## src/rtl/xilly_upstream_arbiter.sv

```systemverilog
// Round-robin arbiter that shares one upstream Xillybus stream FIFO between N_REQ producers.
// Define XILLY_ARB_HEADER_EN to prefix each burst with a one-word source header (HDR state).
module xilly_upstream_arbiter #(
    parameter int N_REQ     = 4,
    parameter int DATA_W    = 32,
    parameter int MAX_BURST = 64,
    parameter int SRC_W     = 2
) (
    input  logic                      bus_clk,
    input  logic                      rst,
    input  logic [N_REQ-1:0]          req_valid,
    input  logic [N_REQ*DATA_W-1:0]   req_data,
    input  logic [N_REQ-1:0]          req_last,
    output logic [N_REQ-1:0]          req_ready,
    input  logic                      stream_open,
    input  logic                      fifo_full,
    output logic                      fifo_wr_en,
    output logic [DATA_W-1:0]         fifo_data,
    output logic [N_REQ-1:0]          grant,
    output logic [N_REQ-1:0]          led
);

    localparam int                CNT_W     = $clog2(MAX_BURST + 1);
    localparam int                LED_W     = 20;
    localparam logic [CNT_W-1:0]  LAST_BEAT = CNT_W'(MAX_BURST - 1);
    localparam logic [LED_W-1:0]  LED_LOAD  = '1;

    typedef enum logic [1:0] {
        S_IDLE,
        S_HDR,
        S_BURST
    } state_t;

    state_t              r_state;
    state_t              w_next_state;
    logic [SRC_W-1:0]    r_grant_idx;
    logic [SRC_W-1:0]    r_rr_ptr;
    logic [CNT_W-1:0]    r_beat_cnt;
    logic [LED_W-1:0]    r_led_cnt [N_REQ];

    logic [SRC_W-1:0]    w_pick_idx;
    logic                w_pick_found;
    logic                w_start;
    logic                w_path_open;
    logic                w_valid_g;
    logic                w_last_g;
    logic [DATA_W-1:0]   w_data_g;
    logic [N_REQ-1:0]    w_grant_oh;
    logic                w_accept;
    logic                w_eob;
    logic                w_leave;
    logic [SRC_W-1:0]    w_next_ptr;

    // Search upward from the round-robin pointer, wrapping modulo N_REQ.
    always_comb begin
        // NOTE: every variable gets a default before the loop so no path leaves it unassigned (no latch).
        w_pick_found = 1'b0;
        w_pick_idx   = '0;
        for (int k = 0; k < N_REQ; k++) begin
            if (!w_pick_found && req_valid[(int'(r_rr_ptr) + k) % N_REQ]) begin
                w_pick_found = 1'b1;
                w_pick_idx   = SRC_W'((int'(r_rr_ptr) + k) % N_REQ);
            end
        end
    end

    assign w_start     = (r_state == S_IDLE) && stream_open && w_pick_found;
    assign w_path_open = stream_open & ~fifo_full;
    assign w_valid_g   = req_valid[r_grant_idx];
    assign w_last_g    = req_last[r_grant_idx];
    assign w_data_g    = req_data[int'(r_grant_idx) * DATA_W +: DATA_W];
    assign w_grant_oh  = N_REQ'(1) << r_grant_idx;
    assign w_accept    = (r_state == S_BURST) & w_path_open & w_valid_g;
    assign w_eob       = w_accept & (w_last_g | (r_beat_cnt == LAST_BEAT));
    // A close wins over end-of-burst: w_accept is already 0 when stream_open is low.
    assign w_leave     = (r_state != S_IDLE) & (~stream_open | w_eob);
    assign w_next_ptr  = (r_grant_idx == SRC_W'(N_REQ - 1)) ? '0 : r_grant_idx + SRC_W'(1);

`ifdef XILLY_ARB_HEADER_EN
    logic [DATA_W-1:0] w_hdr_word;
    assign w_hdr_word = {8'hA5, {(DATA_W - 8){1'b0}}} | DATA_W'(r_grant_idx);
`endif

    // State register.
    always_ff @(posedge bus_clk or posedge rst) begin
        // NOTE: sequential state uses non-blocking assignments so every flop samples pre-edge values.
        if (rst) begin
            r_state <= S_IDLE;
        end else begin
            r_state <= w_next_state;
        end
    end

    // Next-state logic.
    always_comb begin
        w_next_state = r_state;
        case (r_state)
            S_IDLE: begin
                if (w_start) begin
`ifdef XILLY_ARB_HEADER_EN
                    w_next_state = S_HDR;
`else
                    w_next_state = S_BURST;
`endif
                end
            end
`ifdef XILLY_ARB_HEADER_EN
            S_HDR: begin
                if (!stream_open) begin
                    w_next_state = S_IDLE;
                end else if (!fifo_full) begin
                    w_next_state = S_BURST;
                end
            end
`endif
            S_BURST: begin
                if (w_leave) begin
                    w_next_state = S_IDLE;
                end
            end
            default: w_next_state = S_IDLE;
        endcase
    end

    // Output logic: the ready and write paths stay combinational for zero-latency backpressure.
    always_comb begin
        grant      = '0;
        req_ready  = '0;
        fifo_wr_en = 1'b0;
        fifo_data  = '0;
        case (r_state)
`ifdef XILLY_ARB_HEADER_EN
            S_HDR: begin
                grant      = w_grant_oh;
                fifo_wr_en = w_path_open;
                fifo_data  = w_hdr_word;
            end
`endif
            S_BURST: begin
                grant                  = w_grant_oh;
                req_ready[r_grant_idx] = w_path_open;
                fifo_wr_en             = w_accept;
                fifo_data              = w_data_g;
            end
            default: begin
                grant = '0;
            end
        endcase
    end

    // Grant index, round-robin pointer and beat counter.
    always_ff @(posedge bus_clk or posedge rst) begin
        if (rst) begin
            r_grant_idx <= '0;
            r_rr_ptr    <= '0;
            r_beat_cnt  <= '0;
        end else begin
            if (w_start) begin
                r_grant_idx <= w_pick_idx;
            end
            if (w_leave) begin
                r_rr_ptr   <= w_next_ptr;
                r_beat_cnt <= '0;
            end else if (w_accept) begin
                r_beat_cnt <= r_beat_cnt + CNT_W'(1);
            end
        end
    end

    // Per-requester activity stretch for the board LEDs.
    always_ff @(posedge bus_clk or posedge rst) begin
        if (rst) begin
            for (int i = 0; i < N_REQ; i++) begin
                r_led_cnt[i] <= '0;
            end
        end else begin
            for (int i = 0; i < N_REQ; i++) begin
                if (w_accept && (r_grant_idx == SRC_W'(i))) begin
                    r_led_cnt[i] <= LED_LOAD;
                end else if (r_led_cnt[i] != '0) begin
                    r_led_cnt[i] <= r_led_cnt[i] - LED_W'(1);
                end
            end
        end
    end

    always_comb begin
        led = '0;
        for (int i = 0; i < N_REQ; i++) begin
            led[i] = (r_led_cnt[i] != '0);
        end
    end

endmodule
```

## config.mk

```make
export PLATFORM = sky130hd
export DESIGN_NAME = xilly_upstream_arbiter
export DESIGN_NICKNAME = d
export VERILOG_FILES = /design/src/rtl/xilly_upstream_arbiter.sv
export SDC_FILE = /design/constraint.sdc
export NUM_CORES = 1
export LEC_CHECK = 0
export CORE_ASPECT_RATIO = 1.4
export CORE_MARGIN = 2
export CORE_UTILIZATION = 33
export DETAILED_ROUTE_END_ITERATION = 16
export GPL_TIMING_DRIVEN = 0
export PLACE_DENSITY = 0.71
export REMOVE_ABC_BUFFERS = 1
export SETUP_SLACK_MARGIN = 0.05
export SYNTH_ARGS = -nofsm -noshare
export SYNTH_HDL_FRONTEND = slang
export SYNTH_SLANG_ARGS = --single-unit
```

## constraint.sdc

```tcl
create_clock -name bus_clk -period 4.1 [get_ports bus_clk]
set_clock_uncertainty 0.15 [all_clocks]
set_input_delay 0.82 -clock bus_clk [delete_from_list [all_inputs] [get_ports bus_clk]]
set_output_delay 0.82 -clock bus_clk [all_outputs]
set_load 0.1 [all_outputs]
```

### Word level (Yosys, flattened, before mapping)

Cells that the tools add are included.

* logic and storage cells: 117
* output and inout port bits: 45
* register bits: 93
* bits of input ports: 140

* magnitude comparators: 6
* add/subtract/negate cells: 9
* reduce and logical (&&, ||, !) cells: 29
* equality and inequality tests: 7
* bitwise gates (word level): 13
* mux-type cells: 43
* shifts and indexed selects: 2

Operators by type and width (number)
* $mux 20: 8
* $shiftx 128x8->32: 1
* $reduce_bool 20->1: 4
* $sub 20x1->20 const B: 4
* $mux 32: 1
* $mux 1: 15
* $mux 2: 7
* $mux 7: 2
* $bmux 1 s2: 6
* $lt 3x4->1 const B: 3
* $reduce_bool 2->1: 6
* $logic_and 1x1->1: 10
* $mux 4: 2
* $add 7x1->7 const B: 1
* $eq 7x6->1 const B: 1
* $eq 2x2->1 const B: 3
* $lt 2x3->1 const B: 2
* $reduce_or 2->1: 3
* $and 1x1->1: 5
* $add 2x1->2 const B: 2
* $add 2x2->2 const B: 2
* $and 4x4->4: 1
* $logic_not 2->1: 2
* $ne 2x2->1 const B: 2
* 10 further kinds: 16

### Depth between registers and ports, before layout

* word-level depth: 17
* depth in mapped cells: 8
* gate-level depth less buffers: 8

### Worst setup path after synthesis

No wires, ideal clock.

* kind: register to output
* from: register r_grant_idx[1]
* to: output port fifo_data[12]
* path buffers: 2
* path slack: 1.274 ns
* arrival: 1.856 ns
* stages on the path, launching flop included: 5
* required time: 3.130 ns
* path through: dfrtp_1 > buf_2 > clkbuf_1 > mux4_2 > and2_1

* longest elaborated chain between the ends: 2

RTL lines
* start, declared: line 36 `logic [SRC_W-1:0] r_grant_idx;`
* start signal, assigned: line 159 `r_grant_idx <= w_pick_idx;`
* $shiftx 128x8->32: line 71 `assign w_data_g = req_data[int'(r_grant_idx) * DATA_W +: DATA_W];`
* $mux 32: line 131 `case (r_state)`
* end, declared: line 18 `output logic [DATA_W-1:0] fifo_data,`

No other way between the ends.

### Worst setup path after layout

* from: register r_grant_idx[1]
* to: output port grant[3]

* longest elaborated chain between the ends: 2

RTL lines
* $shl 1x2->4: line 72 `assign w_grant_oh = N_REQ'(1) << r_grant_idx;`
* $mux 4: line 131
* end, declared: line 19 `output logic [N_REQ-1:0] grant,`

No other way between the ends.

==> results.ini <==
[final_layout]
area_growth_pct=36.65
drive_gt1_frac=0.1265
instances_no_fill=1020
final_nets=926
num-fill-cells=1727
seqCellArea_mm2=0.002308
multiInputGateArea_mm2=0.003702

[die]
die-area_mm2=0.02000
start_util=0.3361
die_h_um=166.5
rows=59
design.core.area_mm2=0.01853
num_io_pins=185
die_w_um=120.1

[global_route]
antenna_found_initial=3
grt_pass1_vias=5306
grt_overflow=0
track_usage=0.1752
grt_max_degree=54
grt_first_pass_wirelength_mm=27.92

[worst_setup_path]
path_cells=ha_1 > and2_1 > clkdlybuf4s50_1
slowest_stage=clkdlybuf4s50_1
cpPeakStageDelay_ps=1130
arrival_ps=2950
critical_path_class=reg -> out
path_buf_inv=1
cp-start-kind=flip-flop
crit_path_max_fanout=37
end_kind=primary output
cp.required_ps=3130
crit_family=buffers and inverters

[cts]
clock-root-buffer=clkbuf_16
clock_sinks=92
cts_buffers=9
cts_max_level=3
cts_tree=done
clk_latency_ps=350
ctsHoldBuffers=0
clock_path_buffers=2
clkTransAtPathRegs_ps=60

[logic_synthesis]
synthCells=601
synthDominantCellAreaShare=0.3697
syn-cell-area_mm2=0.006227
ys_dominant_reg_cell=dfrtp_1
synth_edf_count=0
synth_area_leader_cell=dfrtp_1
syn_area_per_cell_um2=10.36
yosys_warnings=0
synth_cell_types=73
synth_common_cells=dfrtp_1 (92), nand2_1 (73), and2_1 (44)
yosysMostFrequentCell=dfrtp_1
ys_seq_area_frac=0.3697
yosys-top-cells-area=dfrtp_1 (37%), mux4_2 (12%), and2_1 (4.4%)
synth-seq-cells=92
async_flop_share=1.000

[power]
power.total_uw=4455
ir_drop_uv=322.9
power.density_mw_per_mm2=523.5
power.leakage_uw=0.003054

[route]
drc_errors=0
vias_per_cell=5.134
antenna_left=0
wl_mm=17.11
dr.pass1.iters=4
drt_iter0_markers=206
vias=5237
wl_per_cell_um=16.78

[timing]
slew_viol_final=0
worst_slew_pin_slew_ps=1056
hold_ws_ps=364.6
maxSlewHeadroom=0.2939
layout_min_cycle_time_ps=3923
post-route-period-util=0.9569
final-hold-violation-count=0
rsz0062_at_grt=no
clock.fmax_mhz=254.9
setup_viol_count_final=0

[status]
status=finished, final reports clean

[placed_design]
dp_hpwl_mm=12.92
dp_cells=1006
io_buffers=184
globalplace.congestion=0.8871

[hold_path]
hold_class=reg -> reg

[flow_run]
maxCapViolCount=0

[logic make-up after synthesis]
group,count (synthesis),synth area share
buf+inv,45,0.03577
flops,92,0.3697
fa+ha+maj,13,0.02612
simple gates,280,0.2718
xor+xnor,52,0.07314
mux,39,0.1326
compound gates,80,0.09082
[routing by layer]
layer  global-route usage  part of all wire
met1               0.2317              0.44
met3              0.04418             0.061
met4              0.05934             0.023
met5                    0           0.00076
met2               0.2787              0.48
[path summary, 6_finish.rpt]
check                               start             to  slack, ps  cells past startpoint
hold / removal              r_led_cnt[63]  r_led_cnt[63]        360                      1
hold reg to reg             r_led_cnt[63]  r_led_cnt[63]        360                      1
setup reg to reg           r_grant_idx[1]   r_led_cnt[2]       1260                      5
min in group asynchronous             rst   r_led_cnt[5]        730                      2
max in group asynchronous             rst  r_beat_cnt[1]       2440                      3
setup / recovery           r_grant_idx[1]       grant[3]        180                      3
[cell usage in the layout, fill, tap and decap left out, drive strengths merged, types with 20 or more instances in the layout]
cell type,count
nor4,20
nand2,75
and2,46
o21ai,26
inv,20
clkdlybuf4s50,157
mux4,34
xor2,28
nor2,31
xnor2,24
dlygate4sd2,22
nand3,25
dfrtp,92
[registers in the layout, indices dropped and copies added, names as in the netlist]
register	cells
r_state	1
r_led_cnt	80
r_rr_ptr	2
r_grant_idx	2
r_beat_cnt	7
[per-stage QoR]
stage          utilization  worst slack (ps)  TNS [ps]  instance area, um2
6_report            0.4592             176.7         0                8509
5_1_grt             0.4591             66.75         0                8507
4_1_cts             0.4586             22.80         0                8498
3_5_place_dp        0.4468            -261.7    -327.6                8279
3_3_place_gp        0.4440            -845.4    -96450                8227
2_1_floorplan            -             425.6         0                6080
[power breakdown]
part / internal (uW) / switching, uW / total, uW / leakage, uW
sequential: 1100 / 347 / 1440 / 0.000938
clock: 399 / 339 / 738 / 0.000120
combinational: 910 / 1360 / 2270 / 0.00200
[final cells by class]
class,instances,area share
clock buffer,10,0.02691
tap,244,0.03588
clock inverter,3,0.002059
inverter,20,0.009116
timing repair buffer,186,0.2194
antenna,1,0.0002941
sequential,92,0.2713
multi-input combinational,464,0.4351
[worst register-to-register path, cell delays in order (launching register included)]
cell and delay [ps]:
dfrtp_2 940, mux4_2 430, and2_4 250, nand2_1 510, o21ai_0 200, a31o_2 250
[what timing repair did]
| action | in CTS | in global routing |
|---|---|---|
| resized for setup | 24 | 7 |
| setup buffers | 0 | 0 |
| setup endpoints to repair | 23 | 6 |
Power figures use the tool's default switching activity.
